## config.mk

```make
export PLATFORM = sky130hd
export DESIGN_NAME = ps2_key_tracker
export DESIGN_NICKNAME = d
export VERILOG_FILES = /design/src/rtl/ps2_key_tracker.sv
export SDC_FILE = /design/constraint.sdc
export NUM_CORES = 1
export LEC_CHECK = 0
export BUFFER_PORTS_ARGS = -buffer_cell sky130_fd_sc_hd__buf_2
export CORE_ASPECT_RATIO = 1.2
export CORE_MARGIN = 1.5
export CORE_UTILIZATION = 59
export CTS_CLUSTER_DIAMETER = 40
export DETAILED_ROUTE_END_ITERATION = 8
export PLACE_DENSITY = 0.79
export SKIP_LAST_GASP = 1
export SLEW_MARGIN = 20
export SYNTH_ARGS = -nofsm -noshare
export SYNTH_HDL_FRONTEND = slang
export SYNTH_SLANG_ARGS = --single-unit
```

## constraint.sdc

```tcl
create_clock -name iCLK -period 2.3 [get_ports iCLK]
set_input_delay 0.46 -clock iCLK [delete_from_list [all_inputs] [get_ports iCLK]]
set_output_delay 0.46 -clock iCLK [all_outputs]
set_load 0.02 [all_outputs]
```

## src/rtl/ps2_key_tracker.sv

```systemverilog
// PS/2 keyboard receiver with a set-2 decoder that tracks the W/S/O/L keys.
// Frames are accepted on the iCLK domain after 2-flop synchronisation of the bus lines.
module ps2_key_tracker #(
    parameter int TIMEOUT_CYCLES = 25000
) (
    input  logic       iCLK,
    input  logic       iRST,
    input  logic       ps2_clk,
    input  logic       ps2_data,
    output logic       w_in,
    output logic       s_in,
    output logic       o_in,
    output logic       l_in,
    output logic [7:0] oSCANCODE,
    output logic       oKEY_VALID,
    output logic       oFRAME_ERR
);
    localparam int TW = $clog2(TIMEOUT_CYCLES + 1);

    typedef enum logic [1:0] {IDLE, DATA, PARITY, STOP} state_t;

    logic          clk_s1_q, clk_s2_q, clk_prev_q, dat_s1_q, dat_s2_q;
    logic          fall;
    state_t        state_q, state_d;
    logic [2:0]    cnt_q, cnt_d;
    logic [7:0]    shift_q, shift_d;
    logic          par_q, par_d;
    logic [TW-1:0] tmo_q, tmo_d;
    logic          ok_q, ok_d, err_q, err_d;
    logic          brk_q, ext_q, w_q, s_q, o_q, l_q;
    logic [7:0]    sc_q;
    logic          kv_q, fe_q;

    assign fall = ~clk_s2_q & clk_prev_q;

    // Synchronisers reset to 1 so the idle bus never looks like an edge.
    always_ff @(posedge iCLK or posedge iRST) begin
        if (iRST) begin
            clk_s1_q   <= 1'b1;
            clk_s2_q   <= 1'b1;
            clk_prev_q <= 1'b1;
            dat_s1_q   <= 1'b1;
            dat_s2_q   <= 1'b1;
        end else begin
            clk_s1_q   <= ps2_clk;
            clk_s2_q   <= clk_s1_q;
            clk_prev_q <= clk_s2_q;
            dat_s1_q   <= ps2_data;
            dat_s2_q   <= dat_s1_q;
        end
    end

    always_ff @(posedge iCLK or posedge iRST) begin
        if (iRST) begin
            state_q <= IDLE;
            cnt_q   <= '0;
            shift_q <= '0;
            par_q   <= 1'b0;
            tmo_q   <= '0;
            ok_q    <= 1'b0;
            err_q   <= 1'b0;
        end else begin
            state_q <= state_d;
            cnt_q   <= cnt_d;
            shift_q <= shift_d;
            par_q   <= par_d;
            tmo_q   <= tmo_d;
            ok_q    <= ok_d;
            err_q   <= err_d;
        end
    end

    always_comb begin
        state_d = state_q;
        cnt_d   = cnt_q;
        shift_d = shift_q;
        par_d   = par_q;
        ok_d    = 1'b0;
        err_d   = 1'b0;
        if (state_q == IDLE || fall) tmo_d = '0;
        else                         tmo_d = tmo_q + 1'b1;
        case (state_q)
            IDLE: if (fall && !dat_s2_q) begin
                state_d = DATA;
                cnt_d   = 3'd0;
            end
            DATA: if (fall) begin
                shift_d = {dat_s2_q, shift_q[7:1]};
                cnt_d   = cnt_q + 3'd1;
                if (cnt_q == 3'd7) state_d = PARITY;
            end
            PARITY: if (fall) begin
                par_d   = dat_s2_q;
                state_d = STOP;
            end
            STOP: if (fall) begin
                state_d = IDLE;
                if ((^{shift_q, par_q}) && dat_s2_q) ok_d  = 1'b1;
                else                                err_d = 1'b1;
            end
            default: state_d = IDLE;
        endcase
        // Stalled partial frame: drop it without flagging an error.
        if (state_q != IDLE && !fall && tmo_q == TW'(TIMEOUT_CYCLES - 1))
            state_d = IDLE;
    end

    // Decoder runs one cycle after the stop bit; shift_q is stable then.
    always_ff @(posedge iCLK or posedge iRST) begin
        if (iRST) begin
            sc_q  <= '0;
            kv_q  <= 1'b0;
            fe_q  <= 1'b0;
            brk_q <= 1'b0;
            ext_q <= 1'b0;
            w_q   <= 1'b0;
            s_q   <= 1'b0;
            o_q   <= 1'b0;
            l_q   <= 1'b0;
        end else begin
            kv_q <= ok_q;
            fe_q <= err_q;
            if (err_q) begin
                brk_q <= 1'b0;
                ext_q <= 1'b0;
            end else if (ok_q) begin
                sc_q <= shift_q;
                if (shift_q == 8'hF0)      brk_q <= 1'b1;
                else if (shift_q == 8'hE0) ext_q <= 1'b1;
                else begin
                    if (!ext_q) begin
                        case (shift_q)
                            8'h1D:   w_q <= ~brk_q;
                            8'h1B:   s_q <= ~brk_q;
                            8'h44:   o_q <= ~brk_q;
                            8'h4B:   l_q <= ~brk_q;
                            default: ;
                        endcase
                    end
                    brk_q <= 1'b0;
                    ext_q <= 1'b0;
                end
            end
        end
    end

    assign w_in       = w_q;
    assign s_in       = s_q;
    assign o_in       = o_q;
    assign l_in       = l_q;
    assign oSCANCODE  = sc_q;
    assign oKEY_VALID = kv_q;
    assign oFRAME_ERR = fe_q;
endmodule
```

* Yosys cells after proc, flatten, opt, wreduce, memory -nomap -nowiden
Index checks and enable logic that the tools add are counted.
Widths: inputs -> output; s select.
** Word-level totals
- Bits of input ports :: 4
- Logic and storage cells :: 98
- Register bits :: 52
- Output and inout bits :: 14
** Cells by class
- Bitwise logic cells :: 7
- Mux-type cells :: 25
- $add $sub $neg :: 2
- Reduce and logical (&&, ||, !) cells :: 23
- Equal/unequal tests :: 20
** Operators with widths (count)
- $reduce_and 6->1 :: 4
- $eq 8x5->1 const B :: 2
- $eq 8x7->1 const B :: 2
- $eq 8x8->1 const B :: 2
- $add 15x1->15 const B :: 1
- $eq 15x15->1 const B :: 1
- $mux 15 :: 1
- $ne 3x3->1 const B :: 5
- $mux 1 :: 14
- $mux 2 :: 6
- $reduce_and 2->1 :: 5
- $reduce_xor 9->1 :: 1
- $pmux 2 s4 :: 1
- $mux 3 :: 2
- $not 1->1 :: 6
- $pmux 3 s2 :: 1
- $reduce_bool 2->1 :: 3
- $reduce_and 5->1 :: 1
- $eq 2x2->1 const B :: 2
- $logic_and 1x1->1 :: 4
- $ne 2x2->1 const B :: 2
- $add 3x1->3 const B :: 1
- $eq 3x3->1 const B :: 1
- $ne 3x1->1 const B :: 1
- other kinds (7) :: 8

* Depth between registers and ports, before layout
- Depth in word-level cells :: 7
- Depth in mapped cells :: 7
- Gate-level depth less buffers :: 7

* Least setup slack after synthesis
No wires, ideal clock.
- Kind :: register to register
- From :: register state_q[0]
- To :: register state_q[0]
- Clock period less this slack :: 1741 ps
- Required time :: 2173 ps
- Data arrival time :: 1614 ps
- Setup slack :: 559 ps
- Setup time :: 127 ps
- Cell stages (with the launch flop) :: 8
- Buffers on the path :: 1
- Path through :: dfrtp_1 > inv_1 > ha_1 > nand2b_1 > clkbuf_1 > or4_1 > o2111ai_1 > o21ai_1
** On the way
- Longest elaborated chain between the ends :: 5
- Elaborated cells between the ends (all ways) :: 15
- Those cells by class :: eq/ne (8); mux (2); reduce/logical (5)
** RTL lines
- from (decl) :: RTL line 24 : state_t state_q, state_d;
- from (signal assigned) :: RTL line 63 : state_q <= state_d;
- $reduce_bool 2->1 :: RTL line 104 : if (state_q != IDLE && !fall && tmo_q == TW'(TIMEOUT_CYCLES - 1))
- $logic_and 1x1->1 (2 in a row) :: RTL line 104
- $ne 3x3->1 (no source line) or $ne 3x1->1 (tied branches)
- $reduce_and 5->1 (no source line)
Several ways; a longest one is shown, not always the timed one.
A chain may end at the register's enable or synchronous reset.

* Worst setup path after layout
Ends and elaborated chain as after synthesis.

==> flow_metrics.tcl <==
set metrics [dict create \
    cp.required_ns 2.49 \
    post_cts_buffers 0 \
    grt_max_degree 23 \
    ys_seq_area_frac 0.561 \
    clockBufferDepth 2 \
    seq_area_um2 1310 \
    wirelength_mm 3.94 \
    synth_top_family_by_area "simple AND/OR/NAND/NOR gates" \
    multiInputGateArea_um2 960 \
    powerDensity_nw_per_um2 1020 \
    worstSetupPathType "reg -> reg" \
    cts-root-buf "clkbuf_8" \
    pre_cts_slack_ns 0.550 \
    fin_nets 243 \
    vias 1512 \
    drv_cap 0 \
    clk_latency_ns 0.31 \
    rsz0062_at_grt "no" \
    fin_crit_sh 0.767 \
    grt.total_usage 0.223 \
    clock_skew_ns 0.0123 \
    io_buffers 17 \
    reg2reg_from "state_q[0]" \
    synthXorXnorAreaFrac 0.0805 \
    layout_setup_ws_ns 0.537 \
    tightest_slew_ns 0.466 \
    nFillCells 308 \
    ir_drop_mv 0.730 \
    clock-sinks 52 \
    antenna_found_initial 0 \
    synthFlopType "dfrtp_1" \
    hold_class "in -> async" \
    vias_per_cell 5.32 \
    ys_types 34 \
    yosysTopAreaCell "dfrtp_1" \
    crit_family "simple AND/OR/NAND/NOR gates" \
    rows 24 \
    cpPeakStageDelay_ns 0.38 \
    die_width_um 60.4 \
    synth_edf_count 0 \
    synth_area_leaders "dfrtp_1, mux2_2, dfstp_2" \
    worst_setup_path_end_kind "flip-flop" \
    n_antenna_cell 0 \
    path_buf_inv 2 \
    setup_viol 0 \
    path_cells "inv_1 > ha_1 > nand2b_1 > buf_4 > nor4_1 > o21a_1 > o21ai_1" \
    async_flop_share 1.00 \
    ys_warn_count 0 \
    fmax_ghz 0.567 \
    synth-compound-area-share 0.0521 \
    synthCells 208 \
    drt-pass1-iter-count 4 \
    post-route-min-period_ns 1.76 \
    layout-drive-gt1-share 0.224 \
    avgSynthCellArea_um2 11.2 \
    cts_tree "yes" \
    post_cts_resized 0 \
    slew_headroom 0.685 \
    path_clk_slew_ns 0.10 \
    path_max_fanout 16 \
    ys_ff_latch 52 \
    mappedNetlistArea_um2 2330 \
    area_growth_pct 10.8 \
    cts_hold_buf 0 \
    syn_nets 220 \
    critPathLaunch "state_q[0]" \
    die_h_um 71.9 \
    grt_pass1_vias 1604 \
    grt_first_pass_wirelength_mm 6.99 \
    wl_per_cell_um 13.9 \
    start_util 0.626 \
    critical_path_arrival_ns 1.95 \
    crit_slowest_cell "dfrtp_1" \
    numCtsBuffers 5 \
    slew_viol_final 0 \
    synth_top_area_share 0.505 \
    synthMuxAreaShare 0.0805 \
    status "finished, final reports clean" \
    drtIter0Drc 66 \
    gp_congestion 0.801 \
    hpwl_mm 2.80 \
    route.detailed.drc 0 \
    num_io_pins 18 \
    setup_tns_ns 0 \
    core-area_um2 3720 \
    die_area_um2 4340 \
    yosys.area_share.simple 0.156 \
    h-tree-depth 2 \
    synthAdderAreaFrac 0.0429 \
    grt_overflow 0 \
    p_leak_nw 1.24 \
    startpoint_type "flip-flop" \
    postRouteAntennaNets 0 \
    hold_viol_final 0 \
]
## placed cells by master, fill, tap and decap left out, drive strengths merged, types with 2 or more instances in the layout
cell type / Yosys / layout
a21oi: 5 / 5
a22o: 2 / 2
and3: 2 / 2
buf: 1 / 21
clkbuf: 4 / 6
clkinvlp: 0 / 2
dfrtp: 47 / 47
dfstp: 5 / 5
ha: 8 / 8
inv: 10 / 10
mux2: 14 / 14
mux2i: 3 / 3
nand2: 17 / 17
nand2b: 3 / 3
nand3: 8 / 8
nand4: 5 / 5
nor2: 26 / 26
nor2b: 2 / 2
nor3: 3 / 3
nor4: 2 / 2
nor4b: 2 / 2
o21ai: 11 / 11
or2: 2 / 2
xnor2: 9 / 9
xor2: 9 / 9
## layer usage
layer | track usage | up-vias | part of all wire
li1 | - | 745 | -
met1 | 0.258 | 732 | 0.42
met2 | 0.367 | 26 | 0.51
met3 | 0.0650 | 9 | 0.037
met4 | 0.114 | 0 | 0.027
met5 | 0 | - | 0
## sequential cells by signal, indices dropped and copies added, names as in the netlist, 2 cells and up
signal,count
cnt_q,3
oSCANCODE,8
shift_q,8
state_q,2
tmo_q,15
## worst register-to-register path, cell delays in order, from the launching register on
cell,delay (ns)
dfrtp_1,0.38
inv_1,0.10
ha_1,0.26
nand2b_1,0.17
buf_4,0.20
nor4_1,0.28
o21a_1,0.20
o21ai_1,0.06
## power breakdown
group | switching (mW) | internal, mW | total (mW)
clock | 0.303 | 0.244 | 0.547
combinational | 0.414 | 0.420 | 0.834
sequential | 0.173 | 1.08 | 1.25
total | 0.890 | 1.75 | 2.64
## cell families (layout without fill, tap and decap cells)
group,Yosys count,count (layout)
adder cells (fa/ha/maj),8,8
buffers and inverters,15,39
flip-flops,52,52
AO/OA/AOI/OAI,21,21
AND/OR/NAND/NOR,76,76
XOR/XNOR,19,19
multiplexers,17,17
## stage by stage
stage | area [um^2] | instances | util | hold WS [ns] | total power [mW]
floorplan | 2330 | 208 | - | 0.345 | 1.91
global placement | 2480 | 276 | 0.667 | 0.346 | 2.06
detailed placement | 2480 | 276 | 0.667 | 0.347 | 2.11
CTS | 2580 | 284 | 0.694 | 0.141 | 2.66
global route | 2580 | 284 | 0.694 | 0.160 | 2.83
finish | 2580 | 284 | 0.694 | 0.138 | 2.64
## worst paths after layout
| kind | to | slack (ns) | depth (start not counted) |
|---|---|---|---|
| hold / removal | shift_q[1] | 0.14 | 2 |
| hold reg to reg | clk_s2_q | 0.36 | 0 |
| min in group iCLK | dat_s1_q | 0.24 | 1 |
| max in group asynchronous | clk_s1_q | 1.51 | 3 |
| setup reg to reg | state_q[0] | 0.54 | 7 |
| setup / recovery | state_q[0] | 0.54 | 7 |
## Yosys cell counts, types with 3 or more instances
cell type   n
mux2_2     14
dfstp_2     5
o21ai_0     9
ha_1        8
nand2b_1    3
inv_1      10
dfrtp_1    47
nand4_1     5
nor3_1      3
xor2_1      9
mux2i_1     3
xnor2_1     8
nor2_1     26
nand3_1     8
nand2_1    17
clkbuf_1    4
a21oi_1     5
## area by class of cell
class,count,area share
clock buffer,6,0.0320
clock inverter,2,0.00581
sequential,52,0.506
tap,52,0.0252
timing repair buffer,21,0.0446
inverter,10,0.0145
multi-input combinational,141,0.372
Note: power is estimated with default switching activity, not from simulation.
